$ cat config.mk
export PLATFORM = sky130hd
export DESIGN_NAME = rca_wb_unit
export DESIGN_NICKNAME = d
export VERILOG_FILES = /design/src/rtl/rca_wb_unit.sv
export SDC_FILE = /design/constraint.sdc
export NUM_CORES = 1
export LEC_CHECK = 0
export ABC_AREA = 1
export CELL_PAD_IN_SITES_DETAIL_PLACEMENT = 0
export CELL_PAD_IN_SITES_GLOBAL_PLACEMENT = 1
export CORE_ASPECT_RATIO = 0.8
export CORE_UTILIZATION = 36
export CTS_CLUSTER_SIZE = 8
export DETAILED_ROUTE_END_ITERATION = 10
export HOLD_SLACK_MARGIN = 0.08
export PLACE_DENSITY_LB_ADDON = 0.1
export SLEW_MARGIN = 20
export SYNTH_ARGS = -nofsm -noshare
export SYNTH_HDL_FRONTEND = slang
export SYNTH_SLANG_ARGS = --single-unit
$ cat constraint.sdc
create_clock -name clk -period 3.6 [get_ports clk]
set_input_delay 0.72 -clock clk [delete_from_list [all_inputs] [get_ports clk]]
set_output_delay 0.72 -clock clk [all_outputs]
set_load 0.01 [all_outputs]
$ cat src/rtl/rca_wb_unit.sv
// rtl/rca_wb_unit.sv - RCA grid writeback stage with per-port result buffers
//
// Ports:
//   clk, rst                      clock, asynchronous active-low reset
//   res_valid/res_data/res_ready  normal-path result from grid
//   fb_res_valid/fb_res_data/
//   fb_res_ready                  feedback-path result from grid
//   wb_id_in, wb_fb_instr         head ID and feedback flag from issue ID FIFO
//   fifo_populated                issue ID FIFO non-empty
//   clear_fifos                   accelerator switch, flushes both buffers
//   wb_committing                 head committed this cycle (pops ID FIFO)
//   wb_done/wb_id/wb_rd/wb_ack    writeback handshake to Taiga
//   stall_cycles                  saturating count of wb_done & ~wb_ack cycles
module rca_wb_unit #(
    parameter int XLEN      = 32,
    parameter int ID_WIDTH  = 3,
    parameter int BUF_DEPTH = 2
) (
    input  logic                clk,
    input  logic                rst,
    input  logic                res_valid,
    input  logic [XLEN-1:0]     res_data,
    output logic                res_ready,
    input  logic                fb_res_valid,
    input  logic [XLEN-1:0]     fb_res_data,
    output logic                fb_res_ready,
    input  logic [ID_WIDTH-1:0] wb_id_in,
    input  logic                wb_fb_instr,
    input  logic                fifo_populated,
    input  logic                clear_fifos,
    output logic                wb_committing,
    output logic                wb_done,
    output logic [ID_WIDTH-1:0] wb_id,
    output logic [XLEN-1:0]     wb_rd,
    input  logic                wb_ack,
    output logic [15:0]         stall_cycles
);

    localparam int AW = $clog2(BUF_DEPTH);
    localparam int PW = AW + 1;

    logic [XLEN-1:0] n_mem [BUF_DEPTH];
    logic [XLEN-1:0] f_mem [BUF_DEPTH];
    logic [PW-1:0]   n_wr, n_rd, f_wr, f_rd;

    logic n_empty, n_full, f_empty, f_full;
    logic n_push, f_push, n_pop, f_pop;
    logic sel_empty;
    logic [XLEN-1:0] sel_head;

    // Extra pointer MSB distinguishes full from empty when the index bits match.
    assign n_empty = (n_wr == n_rd);
    assign f_empty = (f_wr == f_rd);
    assign n_full  = (n_wr[AW] != n_rd[AW]) && (n_wr[AW-1:0] == n_rd[AW-1:0]);
    assign f_full  = (f_wr[AW] != f_rd[AW]) && (f_wr[AW-1:0] == f_rd[AW-1:0]);

    assign res_ready    = ~n_full;
    assign fb_res_ready = ~f_full;

    // Pushes coincident with a clear are dropped along with the flushed contents.
    assign n_push = res_valid & res_ready & ~clear_fifos;
    assign f_push = fb_res_valid & fb_res_ready & ~clear_fifos;

    assign sel_empty = wb_fb_instr ? f_empty : n_empty;
    assign sel_head  = wb_fb_instr ? f_mem[f_rd[AW-1:0]] : n_mem[n_rd[AW-1:0]];

    assign wb_done       = fifo_populated & ~sel_empty & ~clear_fifos;
    assign wb_rd         = sel_empty ? '0 : sel_head;
    assign wb_id         = wb_id_in;
    assign wb_committing = wb_done & wb_ack;

    // Only the buffer matching the head instruction's path is popped.
    assign n_pop = wb_committing & ~wb_fb_instr;
    assign f_pop = wb_committing & wb_fb_instr;

    always_ff @(posedge clk or negedge rst) begin
        if (!rst) begin
            n_wr <= '0;
            n_rd <= '0;
            f_wr <= '0;
            f_rd <= '0;
        end else if (clear_fifos) begin
            n_wr <= '0;
            n_rd <= '0;
            f_wr <= '0;
            f_rd <= '0;
        end else begin
            if (n_push) n_wr <= n_wr + 1'b1;
            if (n_pop)  n_rd <= n_rd + 1'b1;
            if (f_push) f_wr <= f_wr + 1'b1;
            if (f_pop)  f_rd <= f_rd + 1'b1;
        end
    end

    // Storage needs no reset: pointers alone define which entries are valid.
    always_ff @(posedge clk) begin
        if (n_push) n_mem[n_wr[AW-1:0]] <= res_data;
        if (f_push) f_mem[f_wr[AW-1:0]] <= fb_res_data;
    end

    always_ff @(posedge clk or negedge rst) begin
        if (!rst) begin
            stall_cycles <= '0;
        end else if (wb_done && !wb_ack && (stall_cycles != 16'hFFFF)) begin
            stall_cycles <= stall_cycles + 16'd1;
        end
    end

endmodule

== After elaboration in Yosys (flattened, before gate mapping) ==
Memories as Yosys holds them, arrays and structs flattened.
Index checks and enable logic that the tools add are counted.

* Register bits after elaboration: 24
* Latch bits: 0
* RAM bits: 128
* ROM bits: 0
* Input port bits: 75
* Output and inout bits: 55
* Logic and storage cells: 57
* Memories: 2

* Add/subtract/negate cells: 5
* Multiply operators: 0
* Div/mod/pow operators: 0
* $lt $le $gt $ge: 0
* Eq/ne operators: 7
* Shifts and indexed selects: 0
* Muxes and demuxes: 15
* Bitwise logic cells: 14
* Reductions and logical operators: 9

{| class="wikitable"
|+ Memory list
! memory !! depth !! bits a word !! read ports !! clocked after Yosys merged registers in !! write ports !! line !! source
|-
| f_mem || 2 || 32 || 1 || 0 || 1 || 43 || <nowiki>logic [XLEN-1:0] f_mem [BUF_DEPTH];</nowiki>
|-
| n_mem || 2 || 32 || 1 || 0 || 1 || 42 || <nowiki>logic [XLEN-1:0] n_mem [BUF_DEPTH];</nowiki>
|}

{| class="wikitable"
|+ Operators by type and width
! cell !! number
|-
| 2-to-1 mux 32 bit || 2
|-
| adder 16 x 1 -> 16 bit (second input constant) || 1
|-
| 2-to-1 mux 2 bit || 8
|-
| inequality test 16 bit (second input constant) || 1
|-
| AND 1 bit || 9
|-
| adder 2 x 1 -> 2 bit (second input constant) || 4
|-
| nonzero test 2 bit || 4
|-
| 2-to-1 mux 1 bit || 5
|-
| NOT 1 bit || 5
|-
| equality test 2 bit || 2
|-
| logical AND 1 bit || 4
|-
| equality test 1 bit || 2
|-
| inequality test 1 bit || 2
|-
| logical NOT 1 bit || 1
|}

== Longest topological paths before layout ==
* Depth in word-level cells: 9
* Gate-level depth with buffers: 13
* Depth with buffers taken out: 11

== Least setup slack after synthesis ==
OpenSTA, ideal clock, no wires.

* Path kind: reg-to-reg
* Start: register n_rd[0]
* End: memory n_mem[0][0], enable pin
* Setup time: 0.461 ns
* Arrival: 3.067 ns
* Setup slack: 0.071 ns
* Cell stages (with the launch flop): 7
* Buffers on the path: 1
* Path through: dfrtp_1 -> buf_4 -> nand2_1 -> nand2_1 -> nand3_1 -> nand2_1 -> nor3_1

* Word-level cells in the longest chain between the ends: 7

{| class="wikitable"
|+ Ends and longest elaborated chain
! item !! line !! source
|-
| start, declared || 44 || <nowiki>logic [PW-1:0] n_wr, n_rd, f_wr, f_rd;</nowiki>
|-
| start signal, assigned || 89 || <nowiki>if (n_pop) n_rd <= n_rd + 1'b1;</nowiki>
|-
| equality test 1 bit || 54 || <nowiki>assign n_full = (n_wr[AW] != n_rd[AW]) && (n_wr[AW-1:0] == n_rd[AW-1:0]);</nowiki>
|-
| logical AND 1 bit || 54 ||
|-
| NOT 1 bit || 57 || <nowiki>assign res_ready = ~n_full;</nowiki>
|-
| net res_ready || 23 || <nowiki>output logic res_ready,</nowiki>
|-
| AND 1 bit (2 in series) || 61 || <nowiki>assign n_push = res_valid & res_ready & ~clear_fifos;</nowiki>
|-
| 2-to-1 mux 1 bit || 97 || <nowiki>if (n_push) n_mem[n_wr[AW-1:0]] <= res_data;</nowiki>
|-
| 2-to-1 mux 1 bit (not written as such) || 97 ||
|-
| end, declared || 42 ||
|}

The timed path passes the listed nets, and every way through them passes these cells.

== Worst setup path after layout ==
* Start: register n_rd[0]
* End: output port wb_rd[23]

* Word-level cells in the longest chain between the ends: 3

{| class="wikitable"
|+ Ends and longest elaborated chain
! item !! line !! source
|-
| memory (2 x 32 bit) / equality test 2 bit (equally long branches) || -- ||
|-
| 2-to-1 mux 32 bit / 2-to-1 mux 1 bit (equally long branches) || 65, 64 ||
|-
| 2-to-1 mux 32 bit (*) || 68 || <nowiki>assign wb_rd = sel_empty ? '0 : sel_head;</nowiki>
|-
| end, declared || 34 || <nowiki>output logic [XLEN-1:0] wb_rd,</nowiki>
|}

Every way passes the cells marked *; elsewhere a longest branch is shown, timed or not.

==> out/metrics.csv <==
metric;value;unit
status;complete, but fails checks;
violations;DRC;
io_pins;130;
drt_iter0_markers;303;
routed_wl;16250;microns
final_cell_mix;nor2_1 (142), edfxtp_1 (128), clkdlybuf4s50_1 (122);
firstDrtPassIters;10;
post_cts_resized;0;
drive_gt1_share;8.345;%
pwr-share-comb;11.2;%
wl_per_cell;16.77;microns
synth_fp_nets;680;
crit_fanout;32;
via_per_inst;4.925;
hold_depth;2;
dieHeight;122.5;microns
post-place-ws;0.4523;ns
synth_cells;604;
die_x;152.6;microns
cts.sinks;152;
hold_viol_final;0;
drv_slew;0;
ff2ff_setup_slack;1.32;ns
grt.overflow.total;0;
track_usage;17.81;%
swShare;23.32;%
period_share;92.62;%
crit_chain;nand2_1 > nand2_1 > nand2_1 > nand2_1 > nand2_4 > inv_2 > a21oi_1 > clkdlybuf4s50_1;
end_kind;output port;
place.gp.congestion;0.8341;
yosys.area_share.simple;18.23;%
start_util;37.26;%
rsz0062_at_grt;no;
fin_ws;0.2659;ns
tritoncts;built;
slew_headroom;56.53;%
gr-max-usage-layer;met2;
die_area;0.01870;sq mm
min_to;stall_cycles[13]$_DFFE_PN0P_;
synth_top_family_by_area;simple AND/OR/NAND/NOR gates;
worstSetupPathType;flip-flop to output port;
setup_tns;0;ns
cellPowerDensity;504.2;mW/mm^2
r2r_start;n_rd[0]$_DFFE_PN0P_;
post_cts_buffers;0;
coreArea;0.01754;sq mm
crit_path_top_delay_cell;dfrtp_1;
max-vdd-ir-drop;292.9;uV
cts_max_level;4;
setup-violations-final;0;
synth_cell_types;29;
ant_nets;0;
timing.rr.end;n_mem[1][15]$_DFFE_PP_;
synth_compound_gate_area_share;7.812;%
clock-root-buffer;clkbuf_16;
avgSynthCellArea;10.82;sq um
fin_worst_skew;0.01124;ns
cts_buffer_depth;2;
grt_util_met2;27.44;%
synth_warnings;0;
clk_pin_slew;0.06;ns
synth-seq-cells;152;
area_delta_synth_final;31.78;%
portBuffers;123;
synth_fa_ha_area_share;0.1915;%
layout_commonest_cell;nor2_1;
crit_path_start_kind;flip-flop;
cts-buffers-inserted;17;
cp_slowest_stage_delay;0.61;ns
vias;4772;
synthXorXnorAreaFrac;1.608;%
grt_pass1_vias;4570;
route.detailed.drc;14;
cts_hold_buffers;0;
dpl.hpwl;10820;microns
grt_max_degree;35;
fin_crit;3.334;ns
drv_cap;0;
grt_use_met3;4.414;%
synthesis.area;0.006535;sq mm
pwr-share-clk;41.7;%
use_met1;25.01;%
power.share.sequential;47.1;%
power.internal;0.003330;W
switching_power;0.001013;W
num_rows;43;
power.leakage;3.246;nW
arrival;2.61;ns
min_from;stall_cycles[13]$_DFFE_PN0P_;
grt_pass1_wl;24880;microns
r2r_cells;6;
tightest_slew;0.6512;ns
synth_mux_area_share;0;%
max_freq;0.2999;GHz
synth-seq-area-share;68.01;%
crit_start;n_rd[0]$_DFFE_PN0P_;
clk_latency;0.41;ns
nets;806;
crit_required;2.88;ns
hold_path.class;flip-flop to flip-flop;
cpMostUsedCell;nand2_1;
antenna_found_initial;2;
kinds of logic (layout without fill, tap and decap cells):
| kind of cell | after synthesis | in the layout |
|---|---|---|
| AO/OA/AOI/OAI | 102 | 102 |
| XOR/XNOR | 12 | 12 |
| adder cells (fa/ha/maj) | 1 | 1 |
| buffers and inverters | 62 | 201 |
| flip-flops | 152 | 152 |
| other | 0 | 1 |
| AND/OR/NAND/NOR | 275 | 275 |
cell type report:
type,count,area (sq um)
flip-flops and latches,152,4444
multi-input cells,390,1829
inverters,32,122.6
clock inverters,12,163.9
fillers,1567,8927
repair buffers,137,1331
clock buffers,20,436.7
well taps,225,281.5
diodes,1,2.502
routing by layer:
metal	up-vias	share of wire (%)
met4	2	1.2
met1	2290	48
met2	143	44
met3	14	6.3
met5	-	0.080
li1	2323	-
flip-flops by register name (all words and copies together) (netlist names):
| name | flops |
|---|---|
| f_mem | 64 |
| n_mem | 64 |
| stall_cycles | 16 |
| f_rd | 2 |
| f_wr | 2 |
| n_rd | 2 |
| n_wr | 2 |
worst max-delay path by stage:
stage                                 end  depth (start not counted)
floorplan           n_mem[0][0]$_DFFE_PP_                          6
global placement                wb_rd[27]                          7
detailed placement              wb_rd[26]                          7
CTS                             wb_rd[26]                          8
global route                    wb_rd[26]                          8
finish                          wb_rd[23]                          8
through the flow:
stage	std cells	power, W	utilization, %	cell area [sq um]	hold slack, ns
floorplan	604	0.002290	-	6535	0.4244
global placement	936	0.002561	45.66	8009	0.5071
detailed placement	936	0.002574	45.66	8009	0.5150
CTS	968	0.004386	49.09	8610	0.5303
global route	968	0.004500	49.09	8610	0.5502
finish	969	0.004342	49.10	8612	0.5240
critical path, delay by kind of cell (launching register included):
family / cells / cell delay, ns
AO/OA/AOI/OAI: 1 / 0.12
buffers and inverters: 2 / 1.00
flip-flops: 1 / 0.61
AND/OR/NAND/NOR: 5 / 0.46
cell usage after synthesis:
library cell,instances,area (sq um)
nor2_1,142,533.0
edfxtp_1,128,3844
nand2_1,78,292.8
o21ai_0,66,330.3
a21oi_1,34,170.2
nand3_1,27,135.1
inv_1,26,97.59
dfrtp_1,24,600.6
clkbuf_1,15,56.30
xor2_1,11,96.34
nand4_1,10,62.56
nor3_1,7,35.03
buf_4,6,45.04
buf_2,5,25.02
inv_2,5,18.77
buf_1,3,11.26
nand2_4,3,33.78
nand2_2,2,12.51
o21ai_1,2,10.01
buf_6,1,11.26
ha_1,1,12.51
inv_4,1,6.260
nand3_2,1,10.01
nand3b_1,1,7.510
nand4_4,1,21.27
nor2_4,1,11.26
nor2_8,1,20.02
nor3_4,1,16.27
xnor2_1,1,8.760
power groups by stage:
stage | Combinational, W | Clock (W) | Sequential (W)
5_1_grt | 0.000536 | 0.00191 | 0.00205
3_5_place_dp | 0.000492 | 0 | 0.00208
4_1_cts | 0.000496 | 0.00185 | 0.00204
6_report | 0.000487 | 0.00181 | 0.00204
2_1_floorplan | 0.000211 | 0 | 0.00208
3_3_place_gp | 0.000483 | 0 | 0.00208
(Power assumes the default switching activity.)
